File: src/rtl/regfile_pkg.sv
// rtl/regfile_pkg.sv - shared register-file constants and helpers for write-back arbitration
package regfile_pkg;

  localparam int REG_ADDR_W = 5;
  localparam int NUM_REGS   = 32;

  typedef logic [REG_ADDR_W-1:0] reg_addr_t;

  localparam reg_addr_t REG_ZERO = 5'd0;

  // r0 is hardwired to zero, so a write to it is accepted but never issued
  function automatic logic writes_reg(input reg_addr_t rd);
    return rd != REG_ZERO;
  endfunction

  function automatic int unsigned count_ones(input logic [7:0] v);
    int unsigned n;
    n = 0;
    for (int i = 0; i < 8; i++) begin
      n = n + {31'd0, v[i]};
    end
    return n;
  endfunction

endpackage

File: src/rtl/regfile_wb_arbiter_if.sv
// rtl/regfile_wb_arbiter_if.sv - requester handshake and register-file write port bundle
interface regfile_wb_arbiter_if
  import regfile_pkg::*;
#(
  parameter int DATA_WIDTH = 32,
  parameter int NREQ       = 2
);

  logic                         hold;
  logic [NREQ-1:0]              req_valid;
  logic [REG_ADDR_W*NREQ-1:0]   req_rd;
  logic [DATA_WIDTH*NREQ-1:0]   req_data;
  logic [NREQ-1:0]              req_ready;
  logic                         rf_we;
  logic [REG_ADDR_W-1:0]        rf_rd;
  logic [DATA_WIDTH-1:0]        rf_data;

  modport master (
    output hold, req_valid, req_rd, req_data,
    input  req_ready, rf_we, rf_rd, rf_data
  );

  modport slave (
    input  hold, req_valid, req_rd, req_data,
    output req_ready, rf_we, rf_rd, rf_data
  );

endinterface

File: src/rtl/rr_arbiter.sv
// rtl/rr_arbiter.sv - one-hot grant picker with round-robin pointer or fixed priority
module rr_arbiter #(
  parameter int NREQ = 2,
  parameter bit RR   = 1'b1
) (
  input  logic            clk,
  input  logic            rst,
  input  logic [NREQ-1:0] valid,
  input  logic            hold,
  input  logic            advance,
  output logic [NREQ-1:0] grant
);

  localparam int PTR_W = $clog2(NREQ);

  logic [PTR_W-1:0]  ptr_q, ptr_d;
  logic [PTR_W-1:0]  start;
  logic [NREQ-1:0]   rot_req, rot_gnt;
  logic [2*NREQ-1:0] dbl_gnt;
  logic              found;

  // Rotate so the pointer position is bit 0, pick the lowest set bit, rotate back
  always_comb begin
    start   = RR ? ptr_q : '0;
    rot_req = hold ? '0 : NREQ'({valid, valid} >> start);
    rot_gnt = '0;
    found   = 1'b0;
    for (int k = 0; k < NREQ; k++) begin
      if (!found && rot_req[k]) begin
        rot_gnt[k] = 1'b1;
        found      = 1'b1;
      end
    end
    dbl_gnt = {{NREQ{1'b0}}, rot_gnt} << start;
    grant   = dbl_gnt[NREQ-1:0] | dbl_gnt[2*NREQ-1:NREQ];
  end

  always_comb begin
    ptr_d = ptr_q;
    if (RR && advance) begin
      for (int i = 0; i < NREQ; i++) begin
        if (grant[i]) begin
          ptr_d = (i == NREQ - 1) ? '0 : PTR_W'(i + 1);
        end
      end
    end
  end

  always_ff @(posedge clk or negedge rst) begin
    if (!rst) begin
      ptr_q <= '0;
    end else begin
      ptr_q <= ptr_d;
    end
  end

endmodule

File: src/rtl/regfile_wb_arbiter.sv
// rtl/regfile_wb_arbiter.sv - shares the register-file write port among write-back requesters
module regfile_wb_arbiter
  import regfile_pkg::*;
#(
  parameter int DATA_WIDTH = 32,
  parameter int NREQ       = 2,
  parameter bit RR         = 1'b1,
  parameter int CNT_W      = 16
) (
  input  logic                   clk,
  input  logic                   rst,
  regfile_wb_arbiter_if.slave    bus,
  output logic [CNT_W-1:0]       conflict_cnt
);

  logic [NREQ-1:0]       grant;
  logic                  advance;
  reg_addr_t             sel_rd;
  logic [DATA_WIDTH-1:0] sel_data;

  logic                  we_q, we_d;
  reg_addr_t             rd_q, rd_d;
  logic [DATA_WIDTH-1:0] data_q, data_d;
  logic [CNT_W-1:0]      cnt_q, cnt_d;

  rr_arbiter #(
    .NREQ (NREQ),
    .RR   (RR)
  ) u_arb (
    .clk     (clk),
    .rst     (rst),
    .valid   (bus.req_valid),
    .hold    (bus.hold),
    .advance (advance),
    .grant   (grant)
  );

  // A grant is only ever raised on a valid requester, so any grant is a transfer
  assign advance = |grant;

  always_comb begin
    sel_rd   = '0;
    sel_data = '0;
    for (int i = 0; i < NREQ; i++) begin
      if (grant[i]) begin
        sel_rd   = bus.req_rd[i*REG_ADDR_W +: REG_ADDR_W];
        sel_data = bus.req_data[i*DATA_WIDTH +: DATA_WIDTH];
      end
    end
  end

  always_comb begin
    we_d   = 1'b0;
    rd_d   = rd_q;
    data_d = data_q;
    cnt_d  = cnt_q;
    if (advance) begin
      we_d   = writes_reg(sel_rd);
      rd_d   = sel_rd;
      data_d = sel_data;
    end
    if (!bus.hold && count_ones(8'(bus.req_valid)) >= 2 && cnt_q != '1) begin
      cnt_d = cnt_q + CNT_W'(1);
    end
  end

  always_ff @(posedge clk or negedge rst) begin
    if (!rst) begin
      we_q   <= 1'b0;
      rd_q   <= '0;
      data_q <= '0;
      cnt_q  <= '0;
    end else begin
      we_q   <= we_d;
      rd_q   <= rd_d;
      data_q <= data_d;
      cnt_q  <= cnt_d;
    end
  end

  // Grants are masked while reset is asserted so nothing is offered mid-reset
  assign bus.req_ready = grant & {NREQ{rst}};
  assign bus.rf_we     = we_q;
  assign bus.rf_rd     = rd_q;
  assign bus.rf_data   = data_q;
  assign conflict_cnt  = cnt_q;

endmodule

File: src/flat_wrapper.sv
// flat-port wrapper written by rule: the top's interface ports become plain ports
module regfile_wb_arbiter_flat import regfile_pkg::*;
#(
  parameter int DATA_WIDTH = 32,
  parameter int NREQ       = 2,
  parameter bit RR         = 1'b1,
  parameter int CNT_W      = 16
)
  (clk, rst, conflict_cnt, bus_hold, bus_req_valid, bus_req_rd, bus_req_data, bus_req_ready, bus_rf_we, bus_rf_rd, bus_rf_data);
  regfile_wb_arbiter_if #(.DATA_WIDTH(DATA_WIDTH), .NREQ(NREQ)) bus_i ();
  input  logic clk;
  input  logic rst;
  output logic [CNT_W-1:0] conflict_cnt;
  input wire logic [$bits(bus_i.hold)-1:0] bus_hold;
  input wire logic [$bits(bus_i.req_valid)-1:0] bus_req_valid;
  input wire logic [$bits(bus_i.req_rd)-1:0] bus_req_rd;
  input wire logic [$bits(bus_i.req_data)-1:0] bus_req_data;
  output wire logic [$bits(bus_i.req_ready)-1:0] bus_req_ready;
  output wire logic [$bits(bus_i.rf_we)-1:0] bus_rf_we;
  output wire logic [$bits(bus_i.rf_rd)-1:0] bus_rf_rd;
  output wire logic [$bits(bus_i.rf_data)-1:0] bus_rf_data;
  assign bus_i.hold = bus_hold;
  assign bus_i.req_valid = bus_req_valid;
  assign bus_i.req_rd = bus_req_rd;
  assign bus_i.req_data = bus_req_data;
  assign bus_req_ready = bus_i.req_ready;
  assign bus_rf_we = bus_i.rf_we;
  assign bus_rf_rd = bus_i.rf_rd;
  assign bus_rf_data = bus_i.rf_data;
  regfile_wb_arbiter #(.DATA_WIDTH(DATA_WIDTH), .NREQ(NREQ), .RR(RR), .CNT_W(CNT_W)) u_core (.clk(clk), .rst(rst), .bus(bus_i), .conflict_cnt(conflict_cnt));
endmodule
File: config.mk
export PLATFORM = sky130hd
export DESIGN_NAME = regfile_wb_arbiter_flat
export DESIGN_NICKNAME = d
export VERILOG_FILES = /design/src/rtl/regfile_pkg.sv /design/src/rtl/regfile_wb_arbiter_if.sv /design/src/rtl/rr_arbiter.sv /design/src/rtl/regfile_wb_arbiter.sv /design/src/flat_wrapper.sv
export SDC_FILE = /design/constraint.sdc
export NUM_CORES = 1
export LEC_CHECK = 0
export CAP_MARGIN = 15
export CORE_UTILIZATION = 39
export CTS_BUF_LIST = sky130_fd_sc_hd__clkbuf_16
export DETAILED_ROUTE_END_ITERATION = 8
export GPL_TIMING_DRIVEN = 0
export PLACE_DENSITY = 0.8
export SKIP_LAST_GASP = 1
export SYNTH_ARGS = -nofsm -noshare
export SYNTH_HDL_FRONTEND = slang
export SYNTH_SLANG_ARGS = --single-unit
File: constraint.sdc
create_clock -name clk -period 2.3 [get_ports clk]
set_input_delay 0.46 -clock clk [delete_from_list [all_inputs] [get_ports clk]]
set_output_delay 0.46 -clock clk [all_outputs]
set_load 0.01 [all_outputs]
==> metrics.md <==
| Metric | Value |
|---|---|
| # setup viols final | `0` |
| Fin. max-slew vios | `0` |
| Max_cap viols | `0` |
| Worst skew pair latency | `0.28 ns` |
| Top delay family on crit path | `buffers and inverters` |
| Routed WL per cell | `16.2 um` |
| Initial antenna violation count | `0` |
| Adder-cell share of the synthesized area | `0.498%` |
| Sequential area share after synthesis | `54.8%` |
| Core Area | `0.00606 mm^2` |
| Pwr/cell area | `675 mW/mm^2` |
| Critical Path, Cell by Cell | `clkdlybuf4s50_1 > nand2b_4 > a21oi_2 > buf_6 > and2_1 > dlygate4sd2_1` |
| Post-synth EDFFs | `0` |
| CTS tree | `done` |
| DR iter-0 viols | `201` |
| Worst-Margin Slew | `0.687 ns` |
| Mux share of post-synthesis cell area | `5.57%` |
| WP buf/inv | `3` |
| Total track usage | `21.4%` |
| Fill cell count | `485` |
| WP data required | `1.84 ns` |
| Die area | `0.00677 mm^2` |
| Slowest stage cell, crit path | `clkdlybuf4s50_1` |
| DP HPWL | `5420 um` |
| Cell Rows | `28` |
| Setup crit start kind | `input port` |
| Clk pin slew, worst setup/hold paths | `0.07 ns` |
| CP Max Fanout | `4` |
| Vias in the first global route | `2315` |
| Synthesized cell area | `0.00251 mm^2` |
| Final Hold Viols | `0` |
| Drt drc | `0` |
| Post-route minimum period | `2.20 ns` |
| Post-route ant nets | `0` |
| Period utilization | `95.6%` |
| Slew HR | `54.2%` |
| Status | `finished clean` |
| Worst min path class | `input port to async pin` |
| N_diodes | `0` |
| Met3 Track Usage GR | `5.38%` |
| Largest net degree at the start of global routing | `31` |
| Achievable frequency | `455 MHz` |
| Clock Root Buffer | `clkbuf_16` |
| Core Util, Final | `68.5%` |
| Port Buffer Count | `134` |
| Global route overflow | `0` |
| Clock Sinks | `55` |
| Setup CP Type | `input port to output pin` |
| Drt via density | `5.39` |
| Synth Area in XOR/XNOR | `3.83%` |
| Yosys reg bits | `55` |
| First-pass GRT wire length | `11000 um` |
| P&R area growth vs syn | `65.1%` |
| Top Ports | `135` |
| H-tree depth | `2` |
| Mapped Cells | `217` |
| RSZ-0062 raised after global routing | `false` |
| Async SR Flop Fraction | `100%` |
| Die height | `82.3 um` |
| Fin Clk Skew | `0.00890 ns` |
| Post-Synth Simple-Gate Area | `13.2%` |
| Final wirelength | `7070 um` |
| Leak | `1.88 nW` |
| Peak supply drop | `0.000475 V` |
| Compound-cell area share of the yosys netlist | `16.3%` |
| Slowest cell delay on critical path | `0.47 ns` |
| Chip width | `82.3 um` |
| WP data arrival | `1.74 ns` |
| NumNets Final | `440` |
| CTS Buf Count | `5` |
| Worst setup margin | `0.102 ns` |
| Largest family of logic cells by synthesized area | `compound AO/OA/AOI/OAI gates` |
| Syn Nets | `297` |
| Crit end category | `output pin` |
| Most used DFF post-synth | `dfrtp_1` |
| WHS | `0.217 ns` |
| Vias | `2350` |
| Synth cell types | `40` |
| GR peak layer | `met2` |
| Drt pass-1 iters | `5` |
| Commonest non-fill, non-tap cell in the layout | `clkdlybuf4s50_1` |
| Commonest non-fill, non-tap cells in the layout | `clkdlybuf4s50_1, dfrtp_1, inv_1` |
| Met1 Use GR | `25.7%` |
| Met2 Use GR | `39.2%` |
| Avg Cell Area, Syn | `11.6 um^2` |
| Routability cong. | `0.793` |
| Post-Place Worst Slack | `-0.876 ns` |
| Clock buffer depth | `2` |
| Share of layout cells above drive strength 1 | `7.48%` |
| Ys Warns | `0` |
| Starting Density | `41.5%` |
[flip-flops by register name, indices dropped and copies added (netlist names)]
register	count
u_core.bus.rf_we	1
u_core.bus.rf_rd	5
u_core.u_arb.ptr_q	1
u_core.conflict_cnt	16
u_core.bus.rf_data	32
[worst register-to-register path, stage by stage, from the launching register on]
cell and delay, ns:
dfrtp_1 0.45, ha_1 0.22, nand3_2 0.18, nor4_4 0.49, nor2_2 0.10, mux2_4 0.30
[layout make-up]
| cell class | count | area (um^2) | area share (%) |
|---|---|---|---|
| plain buffers | 9 | 42.5 | 1.03 |
| inverters | 27 | 101 | 2.44 |
| flip-flops and latches | 55 | 1380 | 33.2 |
| clock buffers | 5 | 125 | 3.02 |
| repair buffers | 138 | 1380 | 33.2 |
| multi-input cells | 124 | 1020 | 24.5 |
| well taps | 75 | 93.8 | 2.26 |
| clock inverters | 3 | 15.0 | 0.362 |
[per-stage QoR]
step | instance area (um^2) | TNS, ns | power [mW] | instances
after detailed placement | 3960 | -3.42 | 2.10 | 427
after global placement | 3950 | -55.16 | 2.07 | 426
after CTS | 4140 | -0.158 | 2.84 | 436
final | 4150 | 0 | 2.80 | 436
after global routing | 4150 | 0 | 2.97 | 436
after floorplan | 2510 | 0 | 1.56 | 217
[power by group]
part	internal [mW]	switching (mW)	leakage, nW	total [mW]
clock	0.396	0.315	0.0649	0.711
combinational	0.505	0.324	1.12	0.829
sequential	1.12	0.142	0.693	1.26
[worst paths after layout]
kind | startpoint | end | slack, ns | cells after the start
setup / recovery | bus_hold | bus_req_ready[1] | 0.10 | 6
hold / removal | rst | u_core.bus.rf_data[16] | 0.22 | 1
setup reg to reg | u_core.conflict_cnt[0] | u_core.conflict_cnt[1] | 0.46 | 5
hold reg to reg | u_core.bus.rf_data[28] | u_core.bus.rf_data[28] | 0.48 | 2
max in group asynchronous | rst | u_core.u_arb.ptr_q | 1.50 | 2
min in group clk | u_core.bus.rf_data[28] | u_core.bus.rf_data[28] | 0.48 | 2
[synthesized netlist by cell type (2+ instances only)]
master	count	area share [%]
nand4_1	3	0.75
and2_1	2	0.50
xor2_1	7	2.4
inv_1	27	4.0
nand3_1	5	1.0
nand2_1	16	2.4
o21ai_0	13	2.6
nor4_4	2	1.7
a222oi_1	26	10
o21a_1	3	0.90
clkbuf_1	8	1.2
dfrtp_1	55	55
buf_2	3	0.60
xnor2_1	4	1.4
nor4_1	2	0.50
mux2_4	2	1.2
nand2b_1	2	0.50
mux2i_1	11	4.4
a21oi_1	2	0.40
or4_1	2	0.60
nor3_1	3	0.60
[metal layers]
| metal | share of wire [%] | routed length [um] | up-vias |
|---|---|---|---|
| met1 | 39 | 2730 | 1148 |
| met2 | 51 | 3620 | 107 |
| met4 | 0.65 | 46 | 0 |
| li1 | - | - | 1091 |
| met5 | 0 | 0 | - |
| met3 | 9.6 | 681 | 4 |
[cell families (layout without fill, tap and decap cells)]
family	Yosys count	count (layout)
DFF	55	55
and+or+nand+nor	48	48
xor gates and xnor gates	11	11
AOI/OAI and AO/OA	51	51
adders and majority gates	1	1
muxes	13	13
buffers and inverters	38	182
[timing repair]
item | in CTS | in global routing
hold buffers | 0 | 0
setup endpoints to repair | 2 | 1
buffers inserted | 3 | 0
resized for setup | 8 | 2
Note: power is estimated with default switching activity, not from simulation.
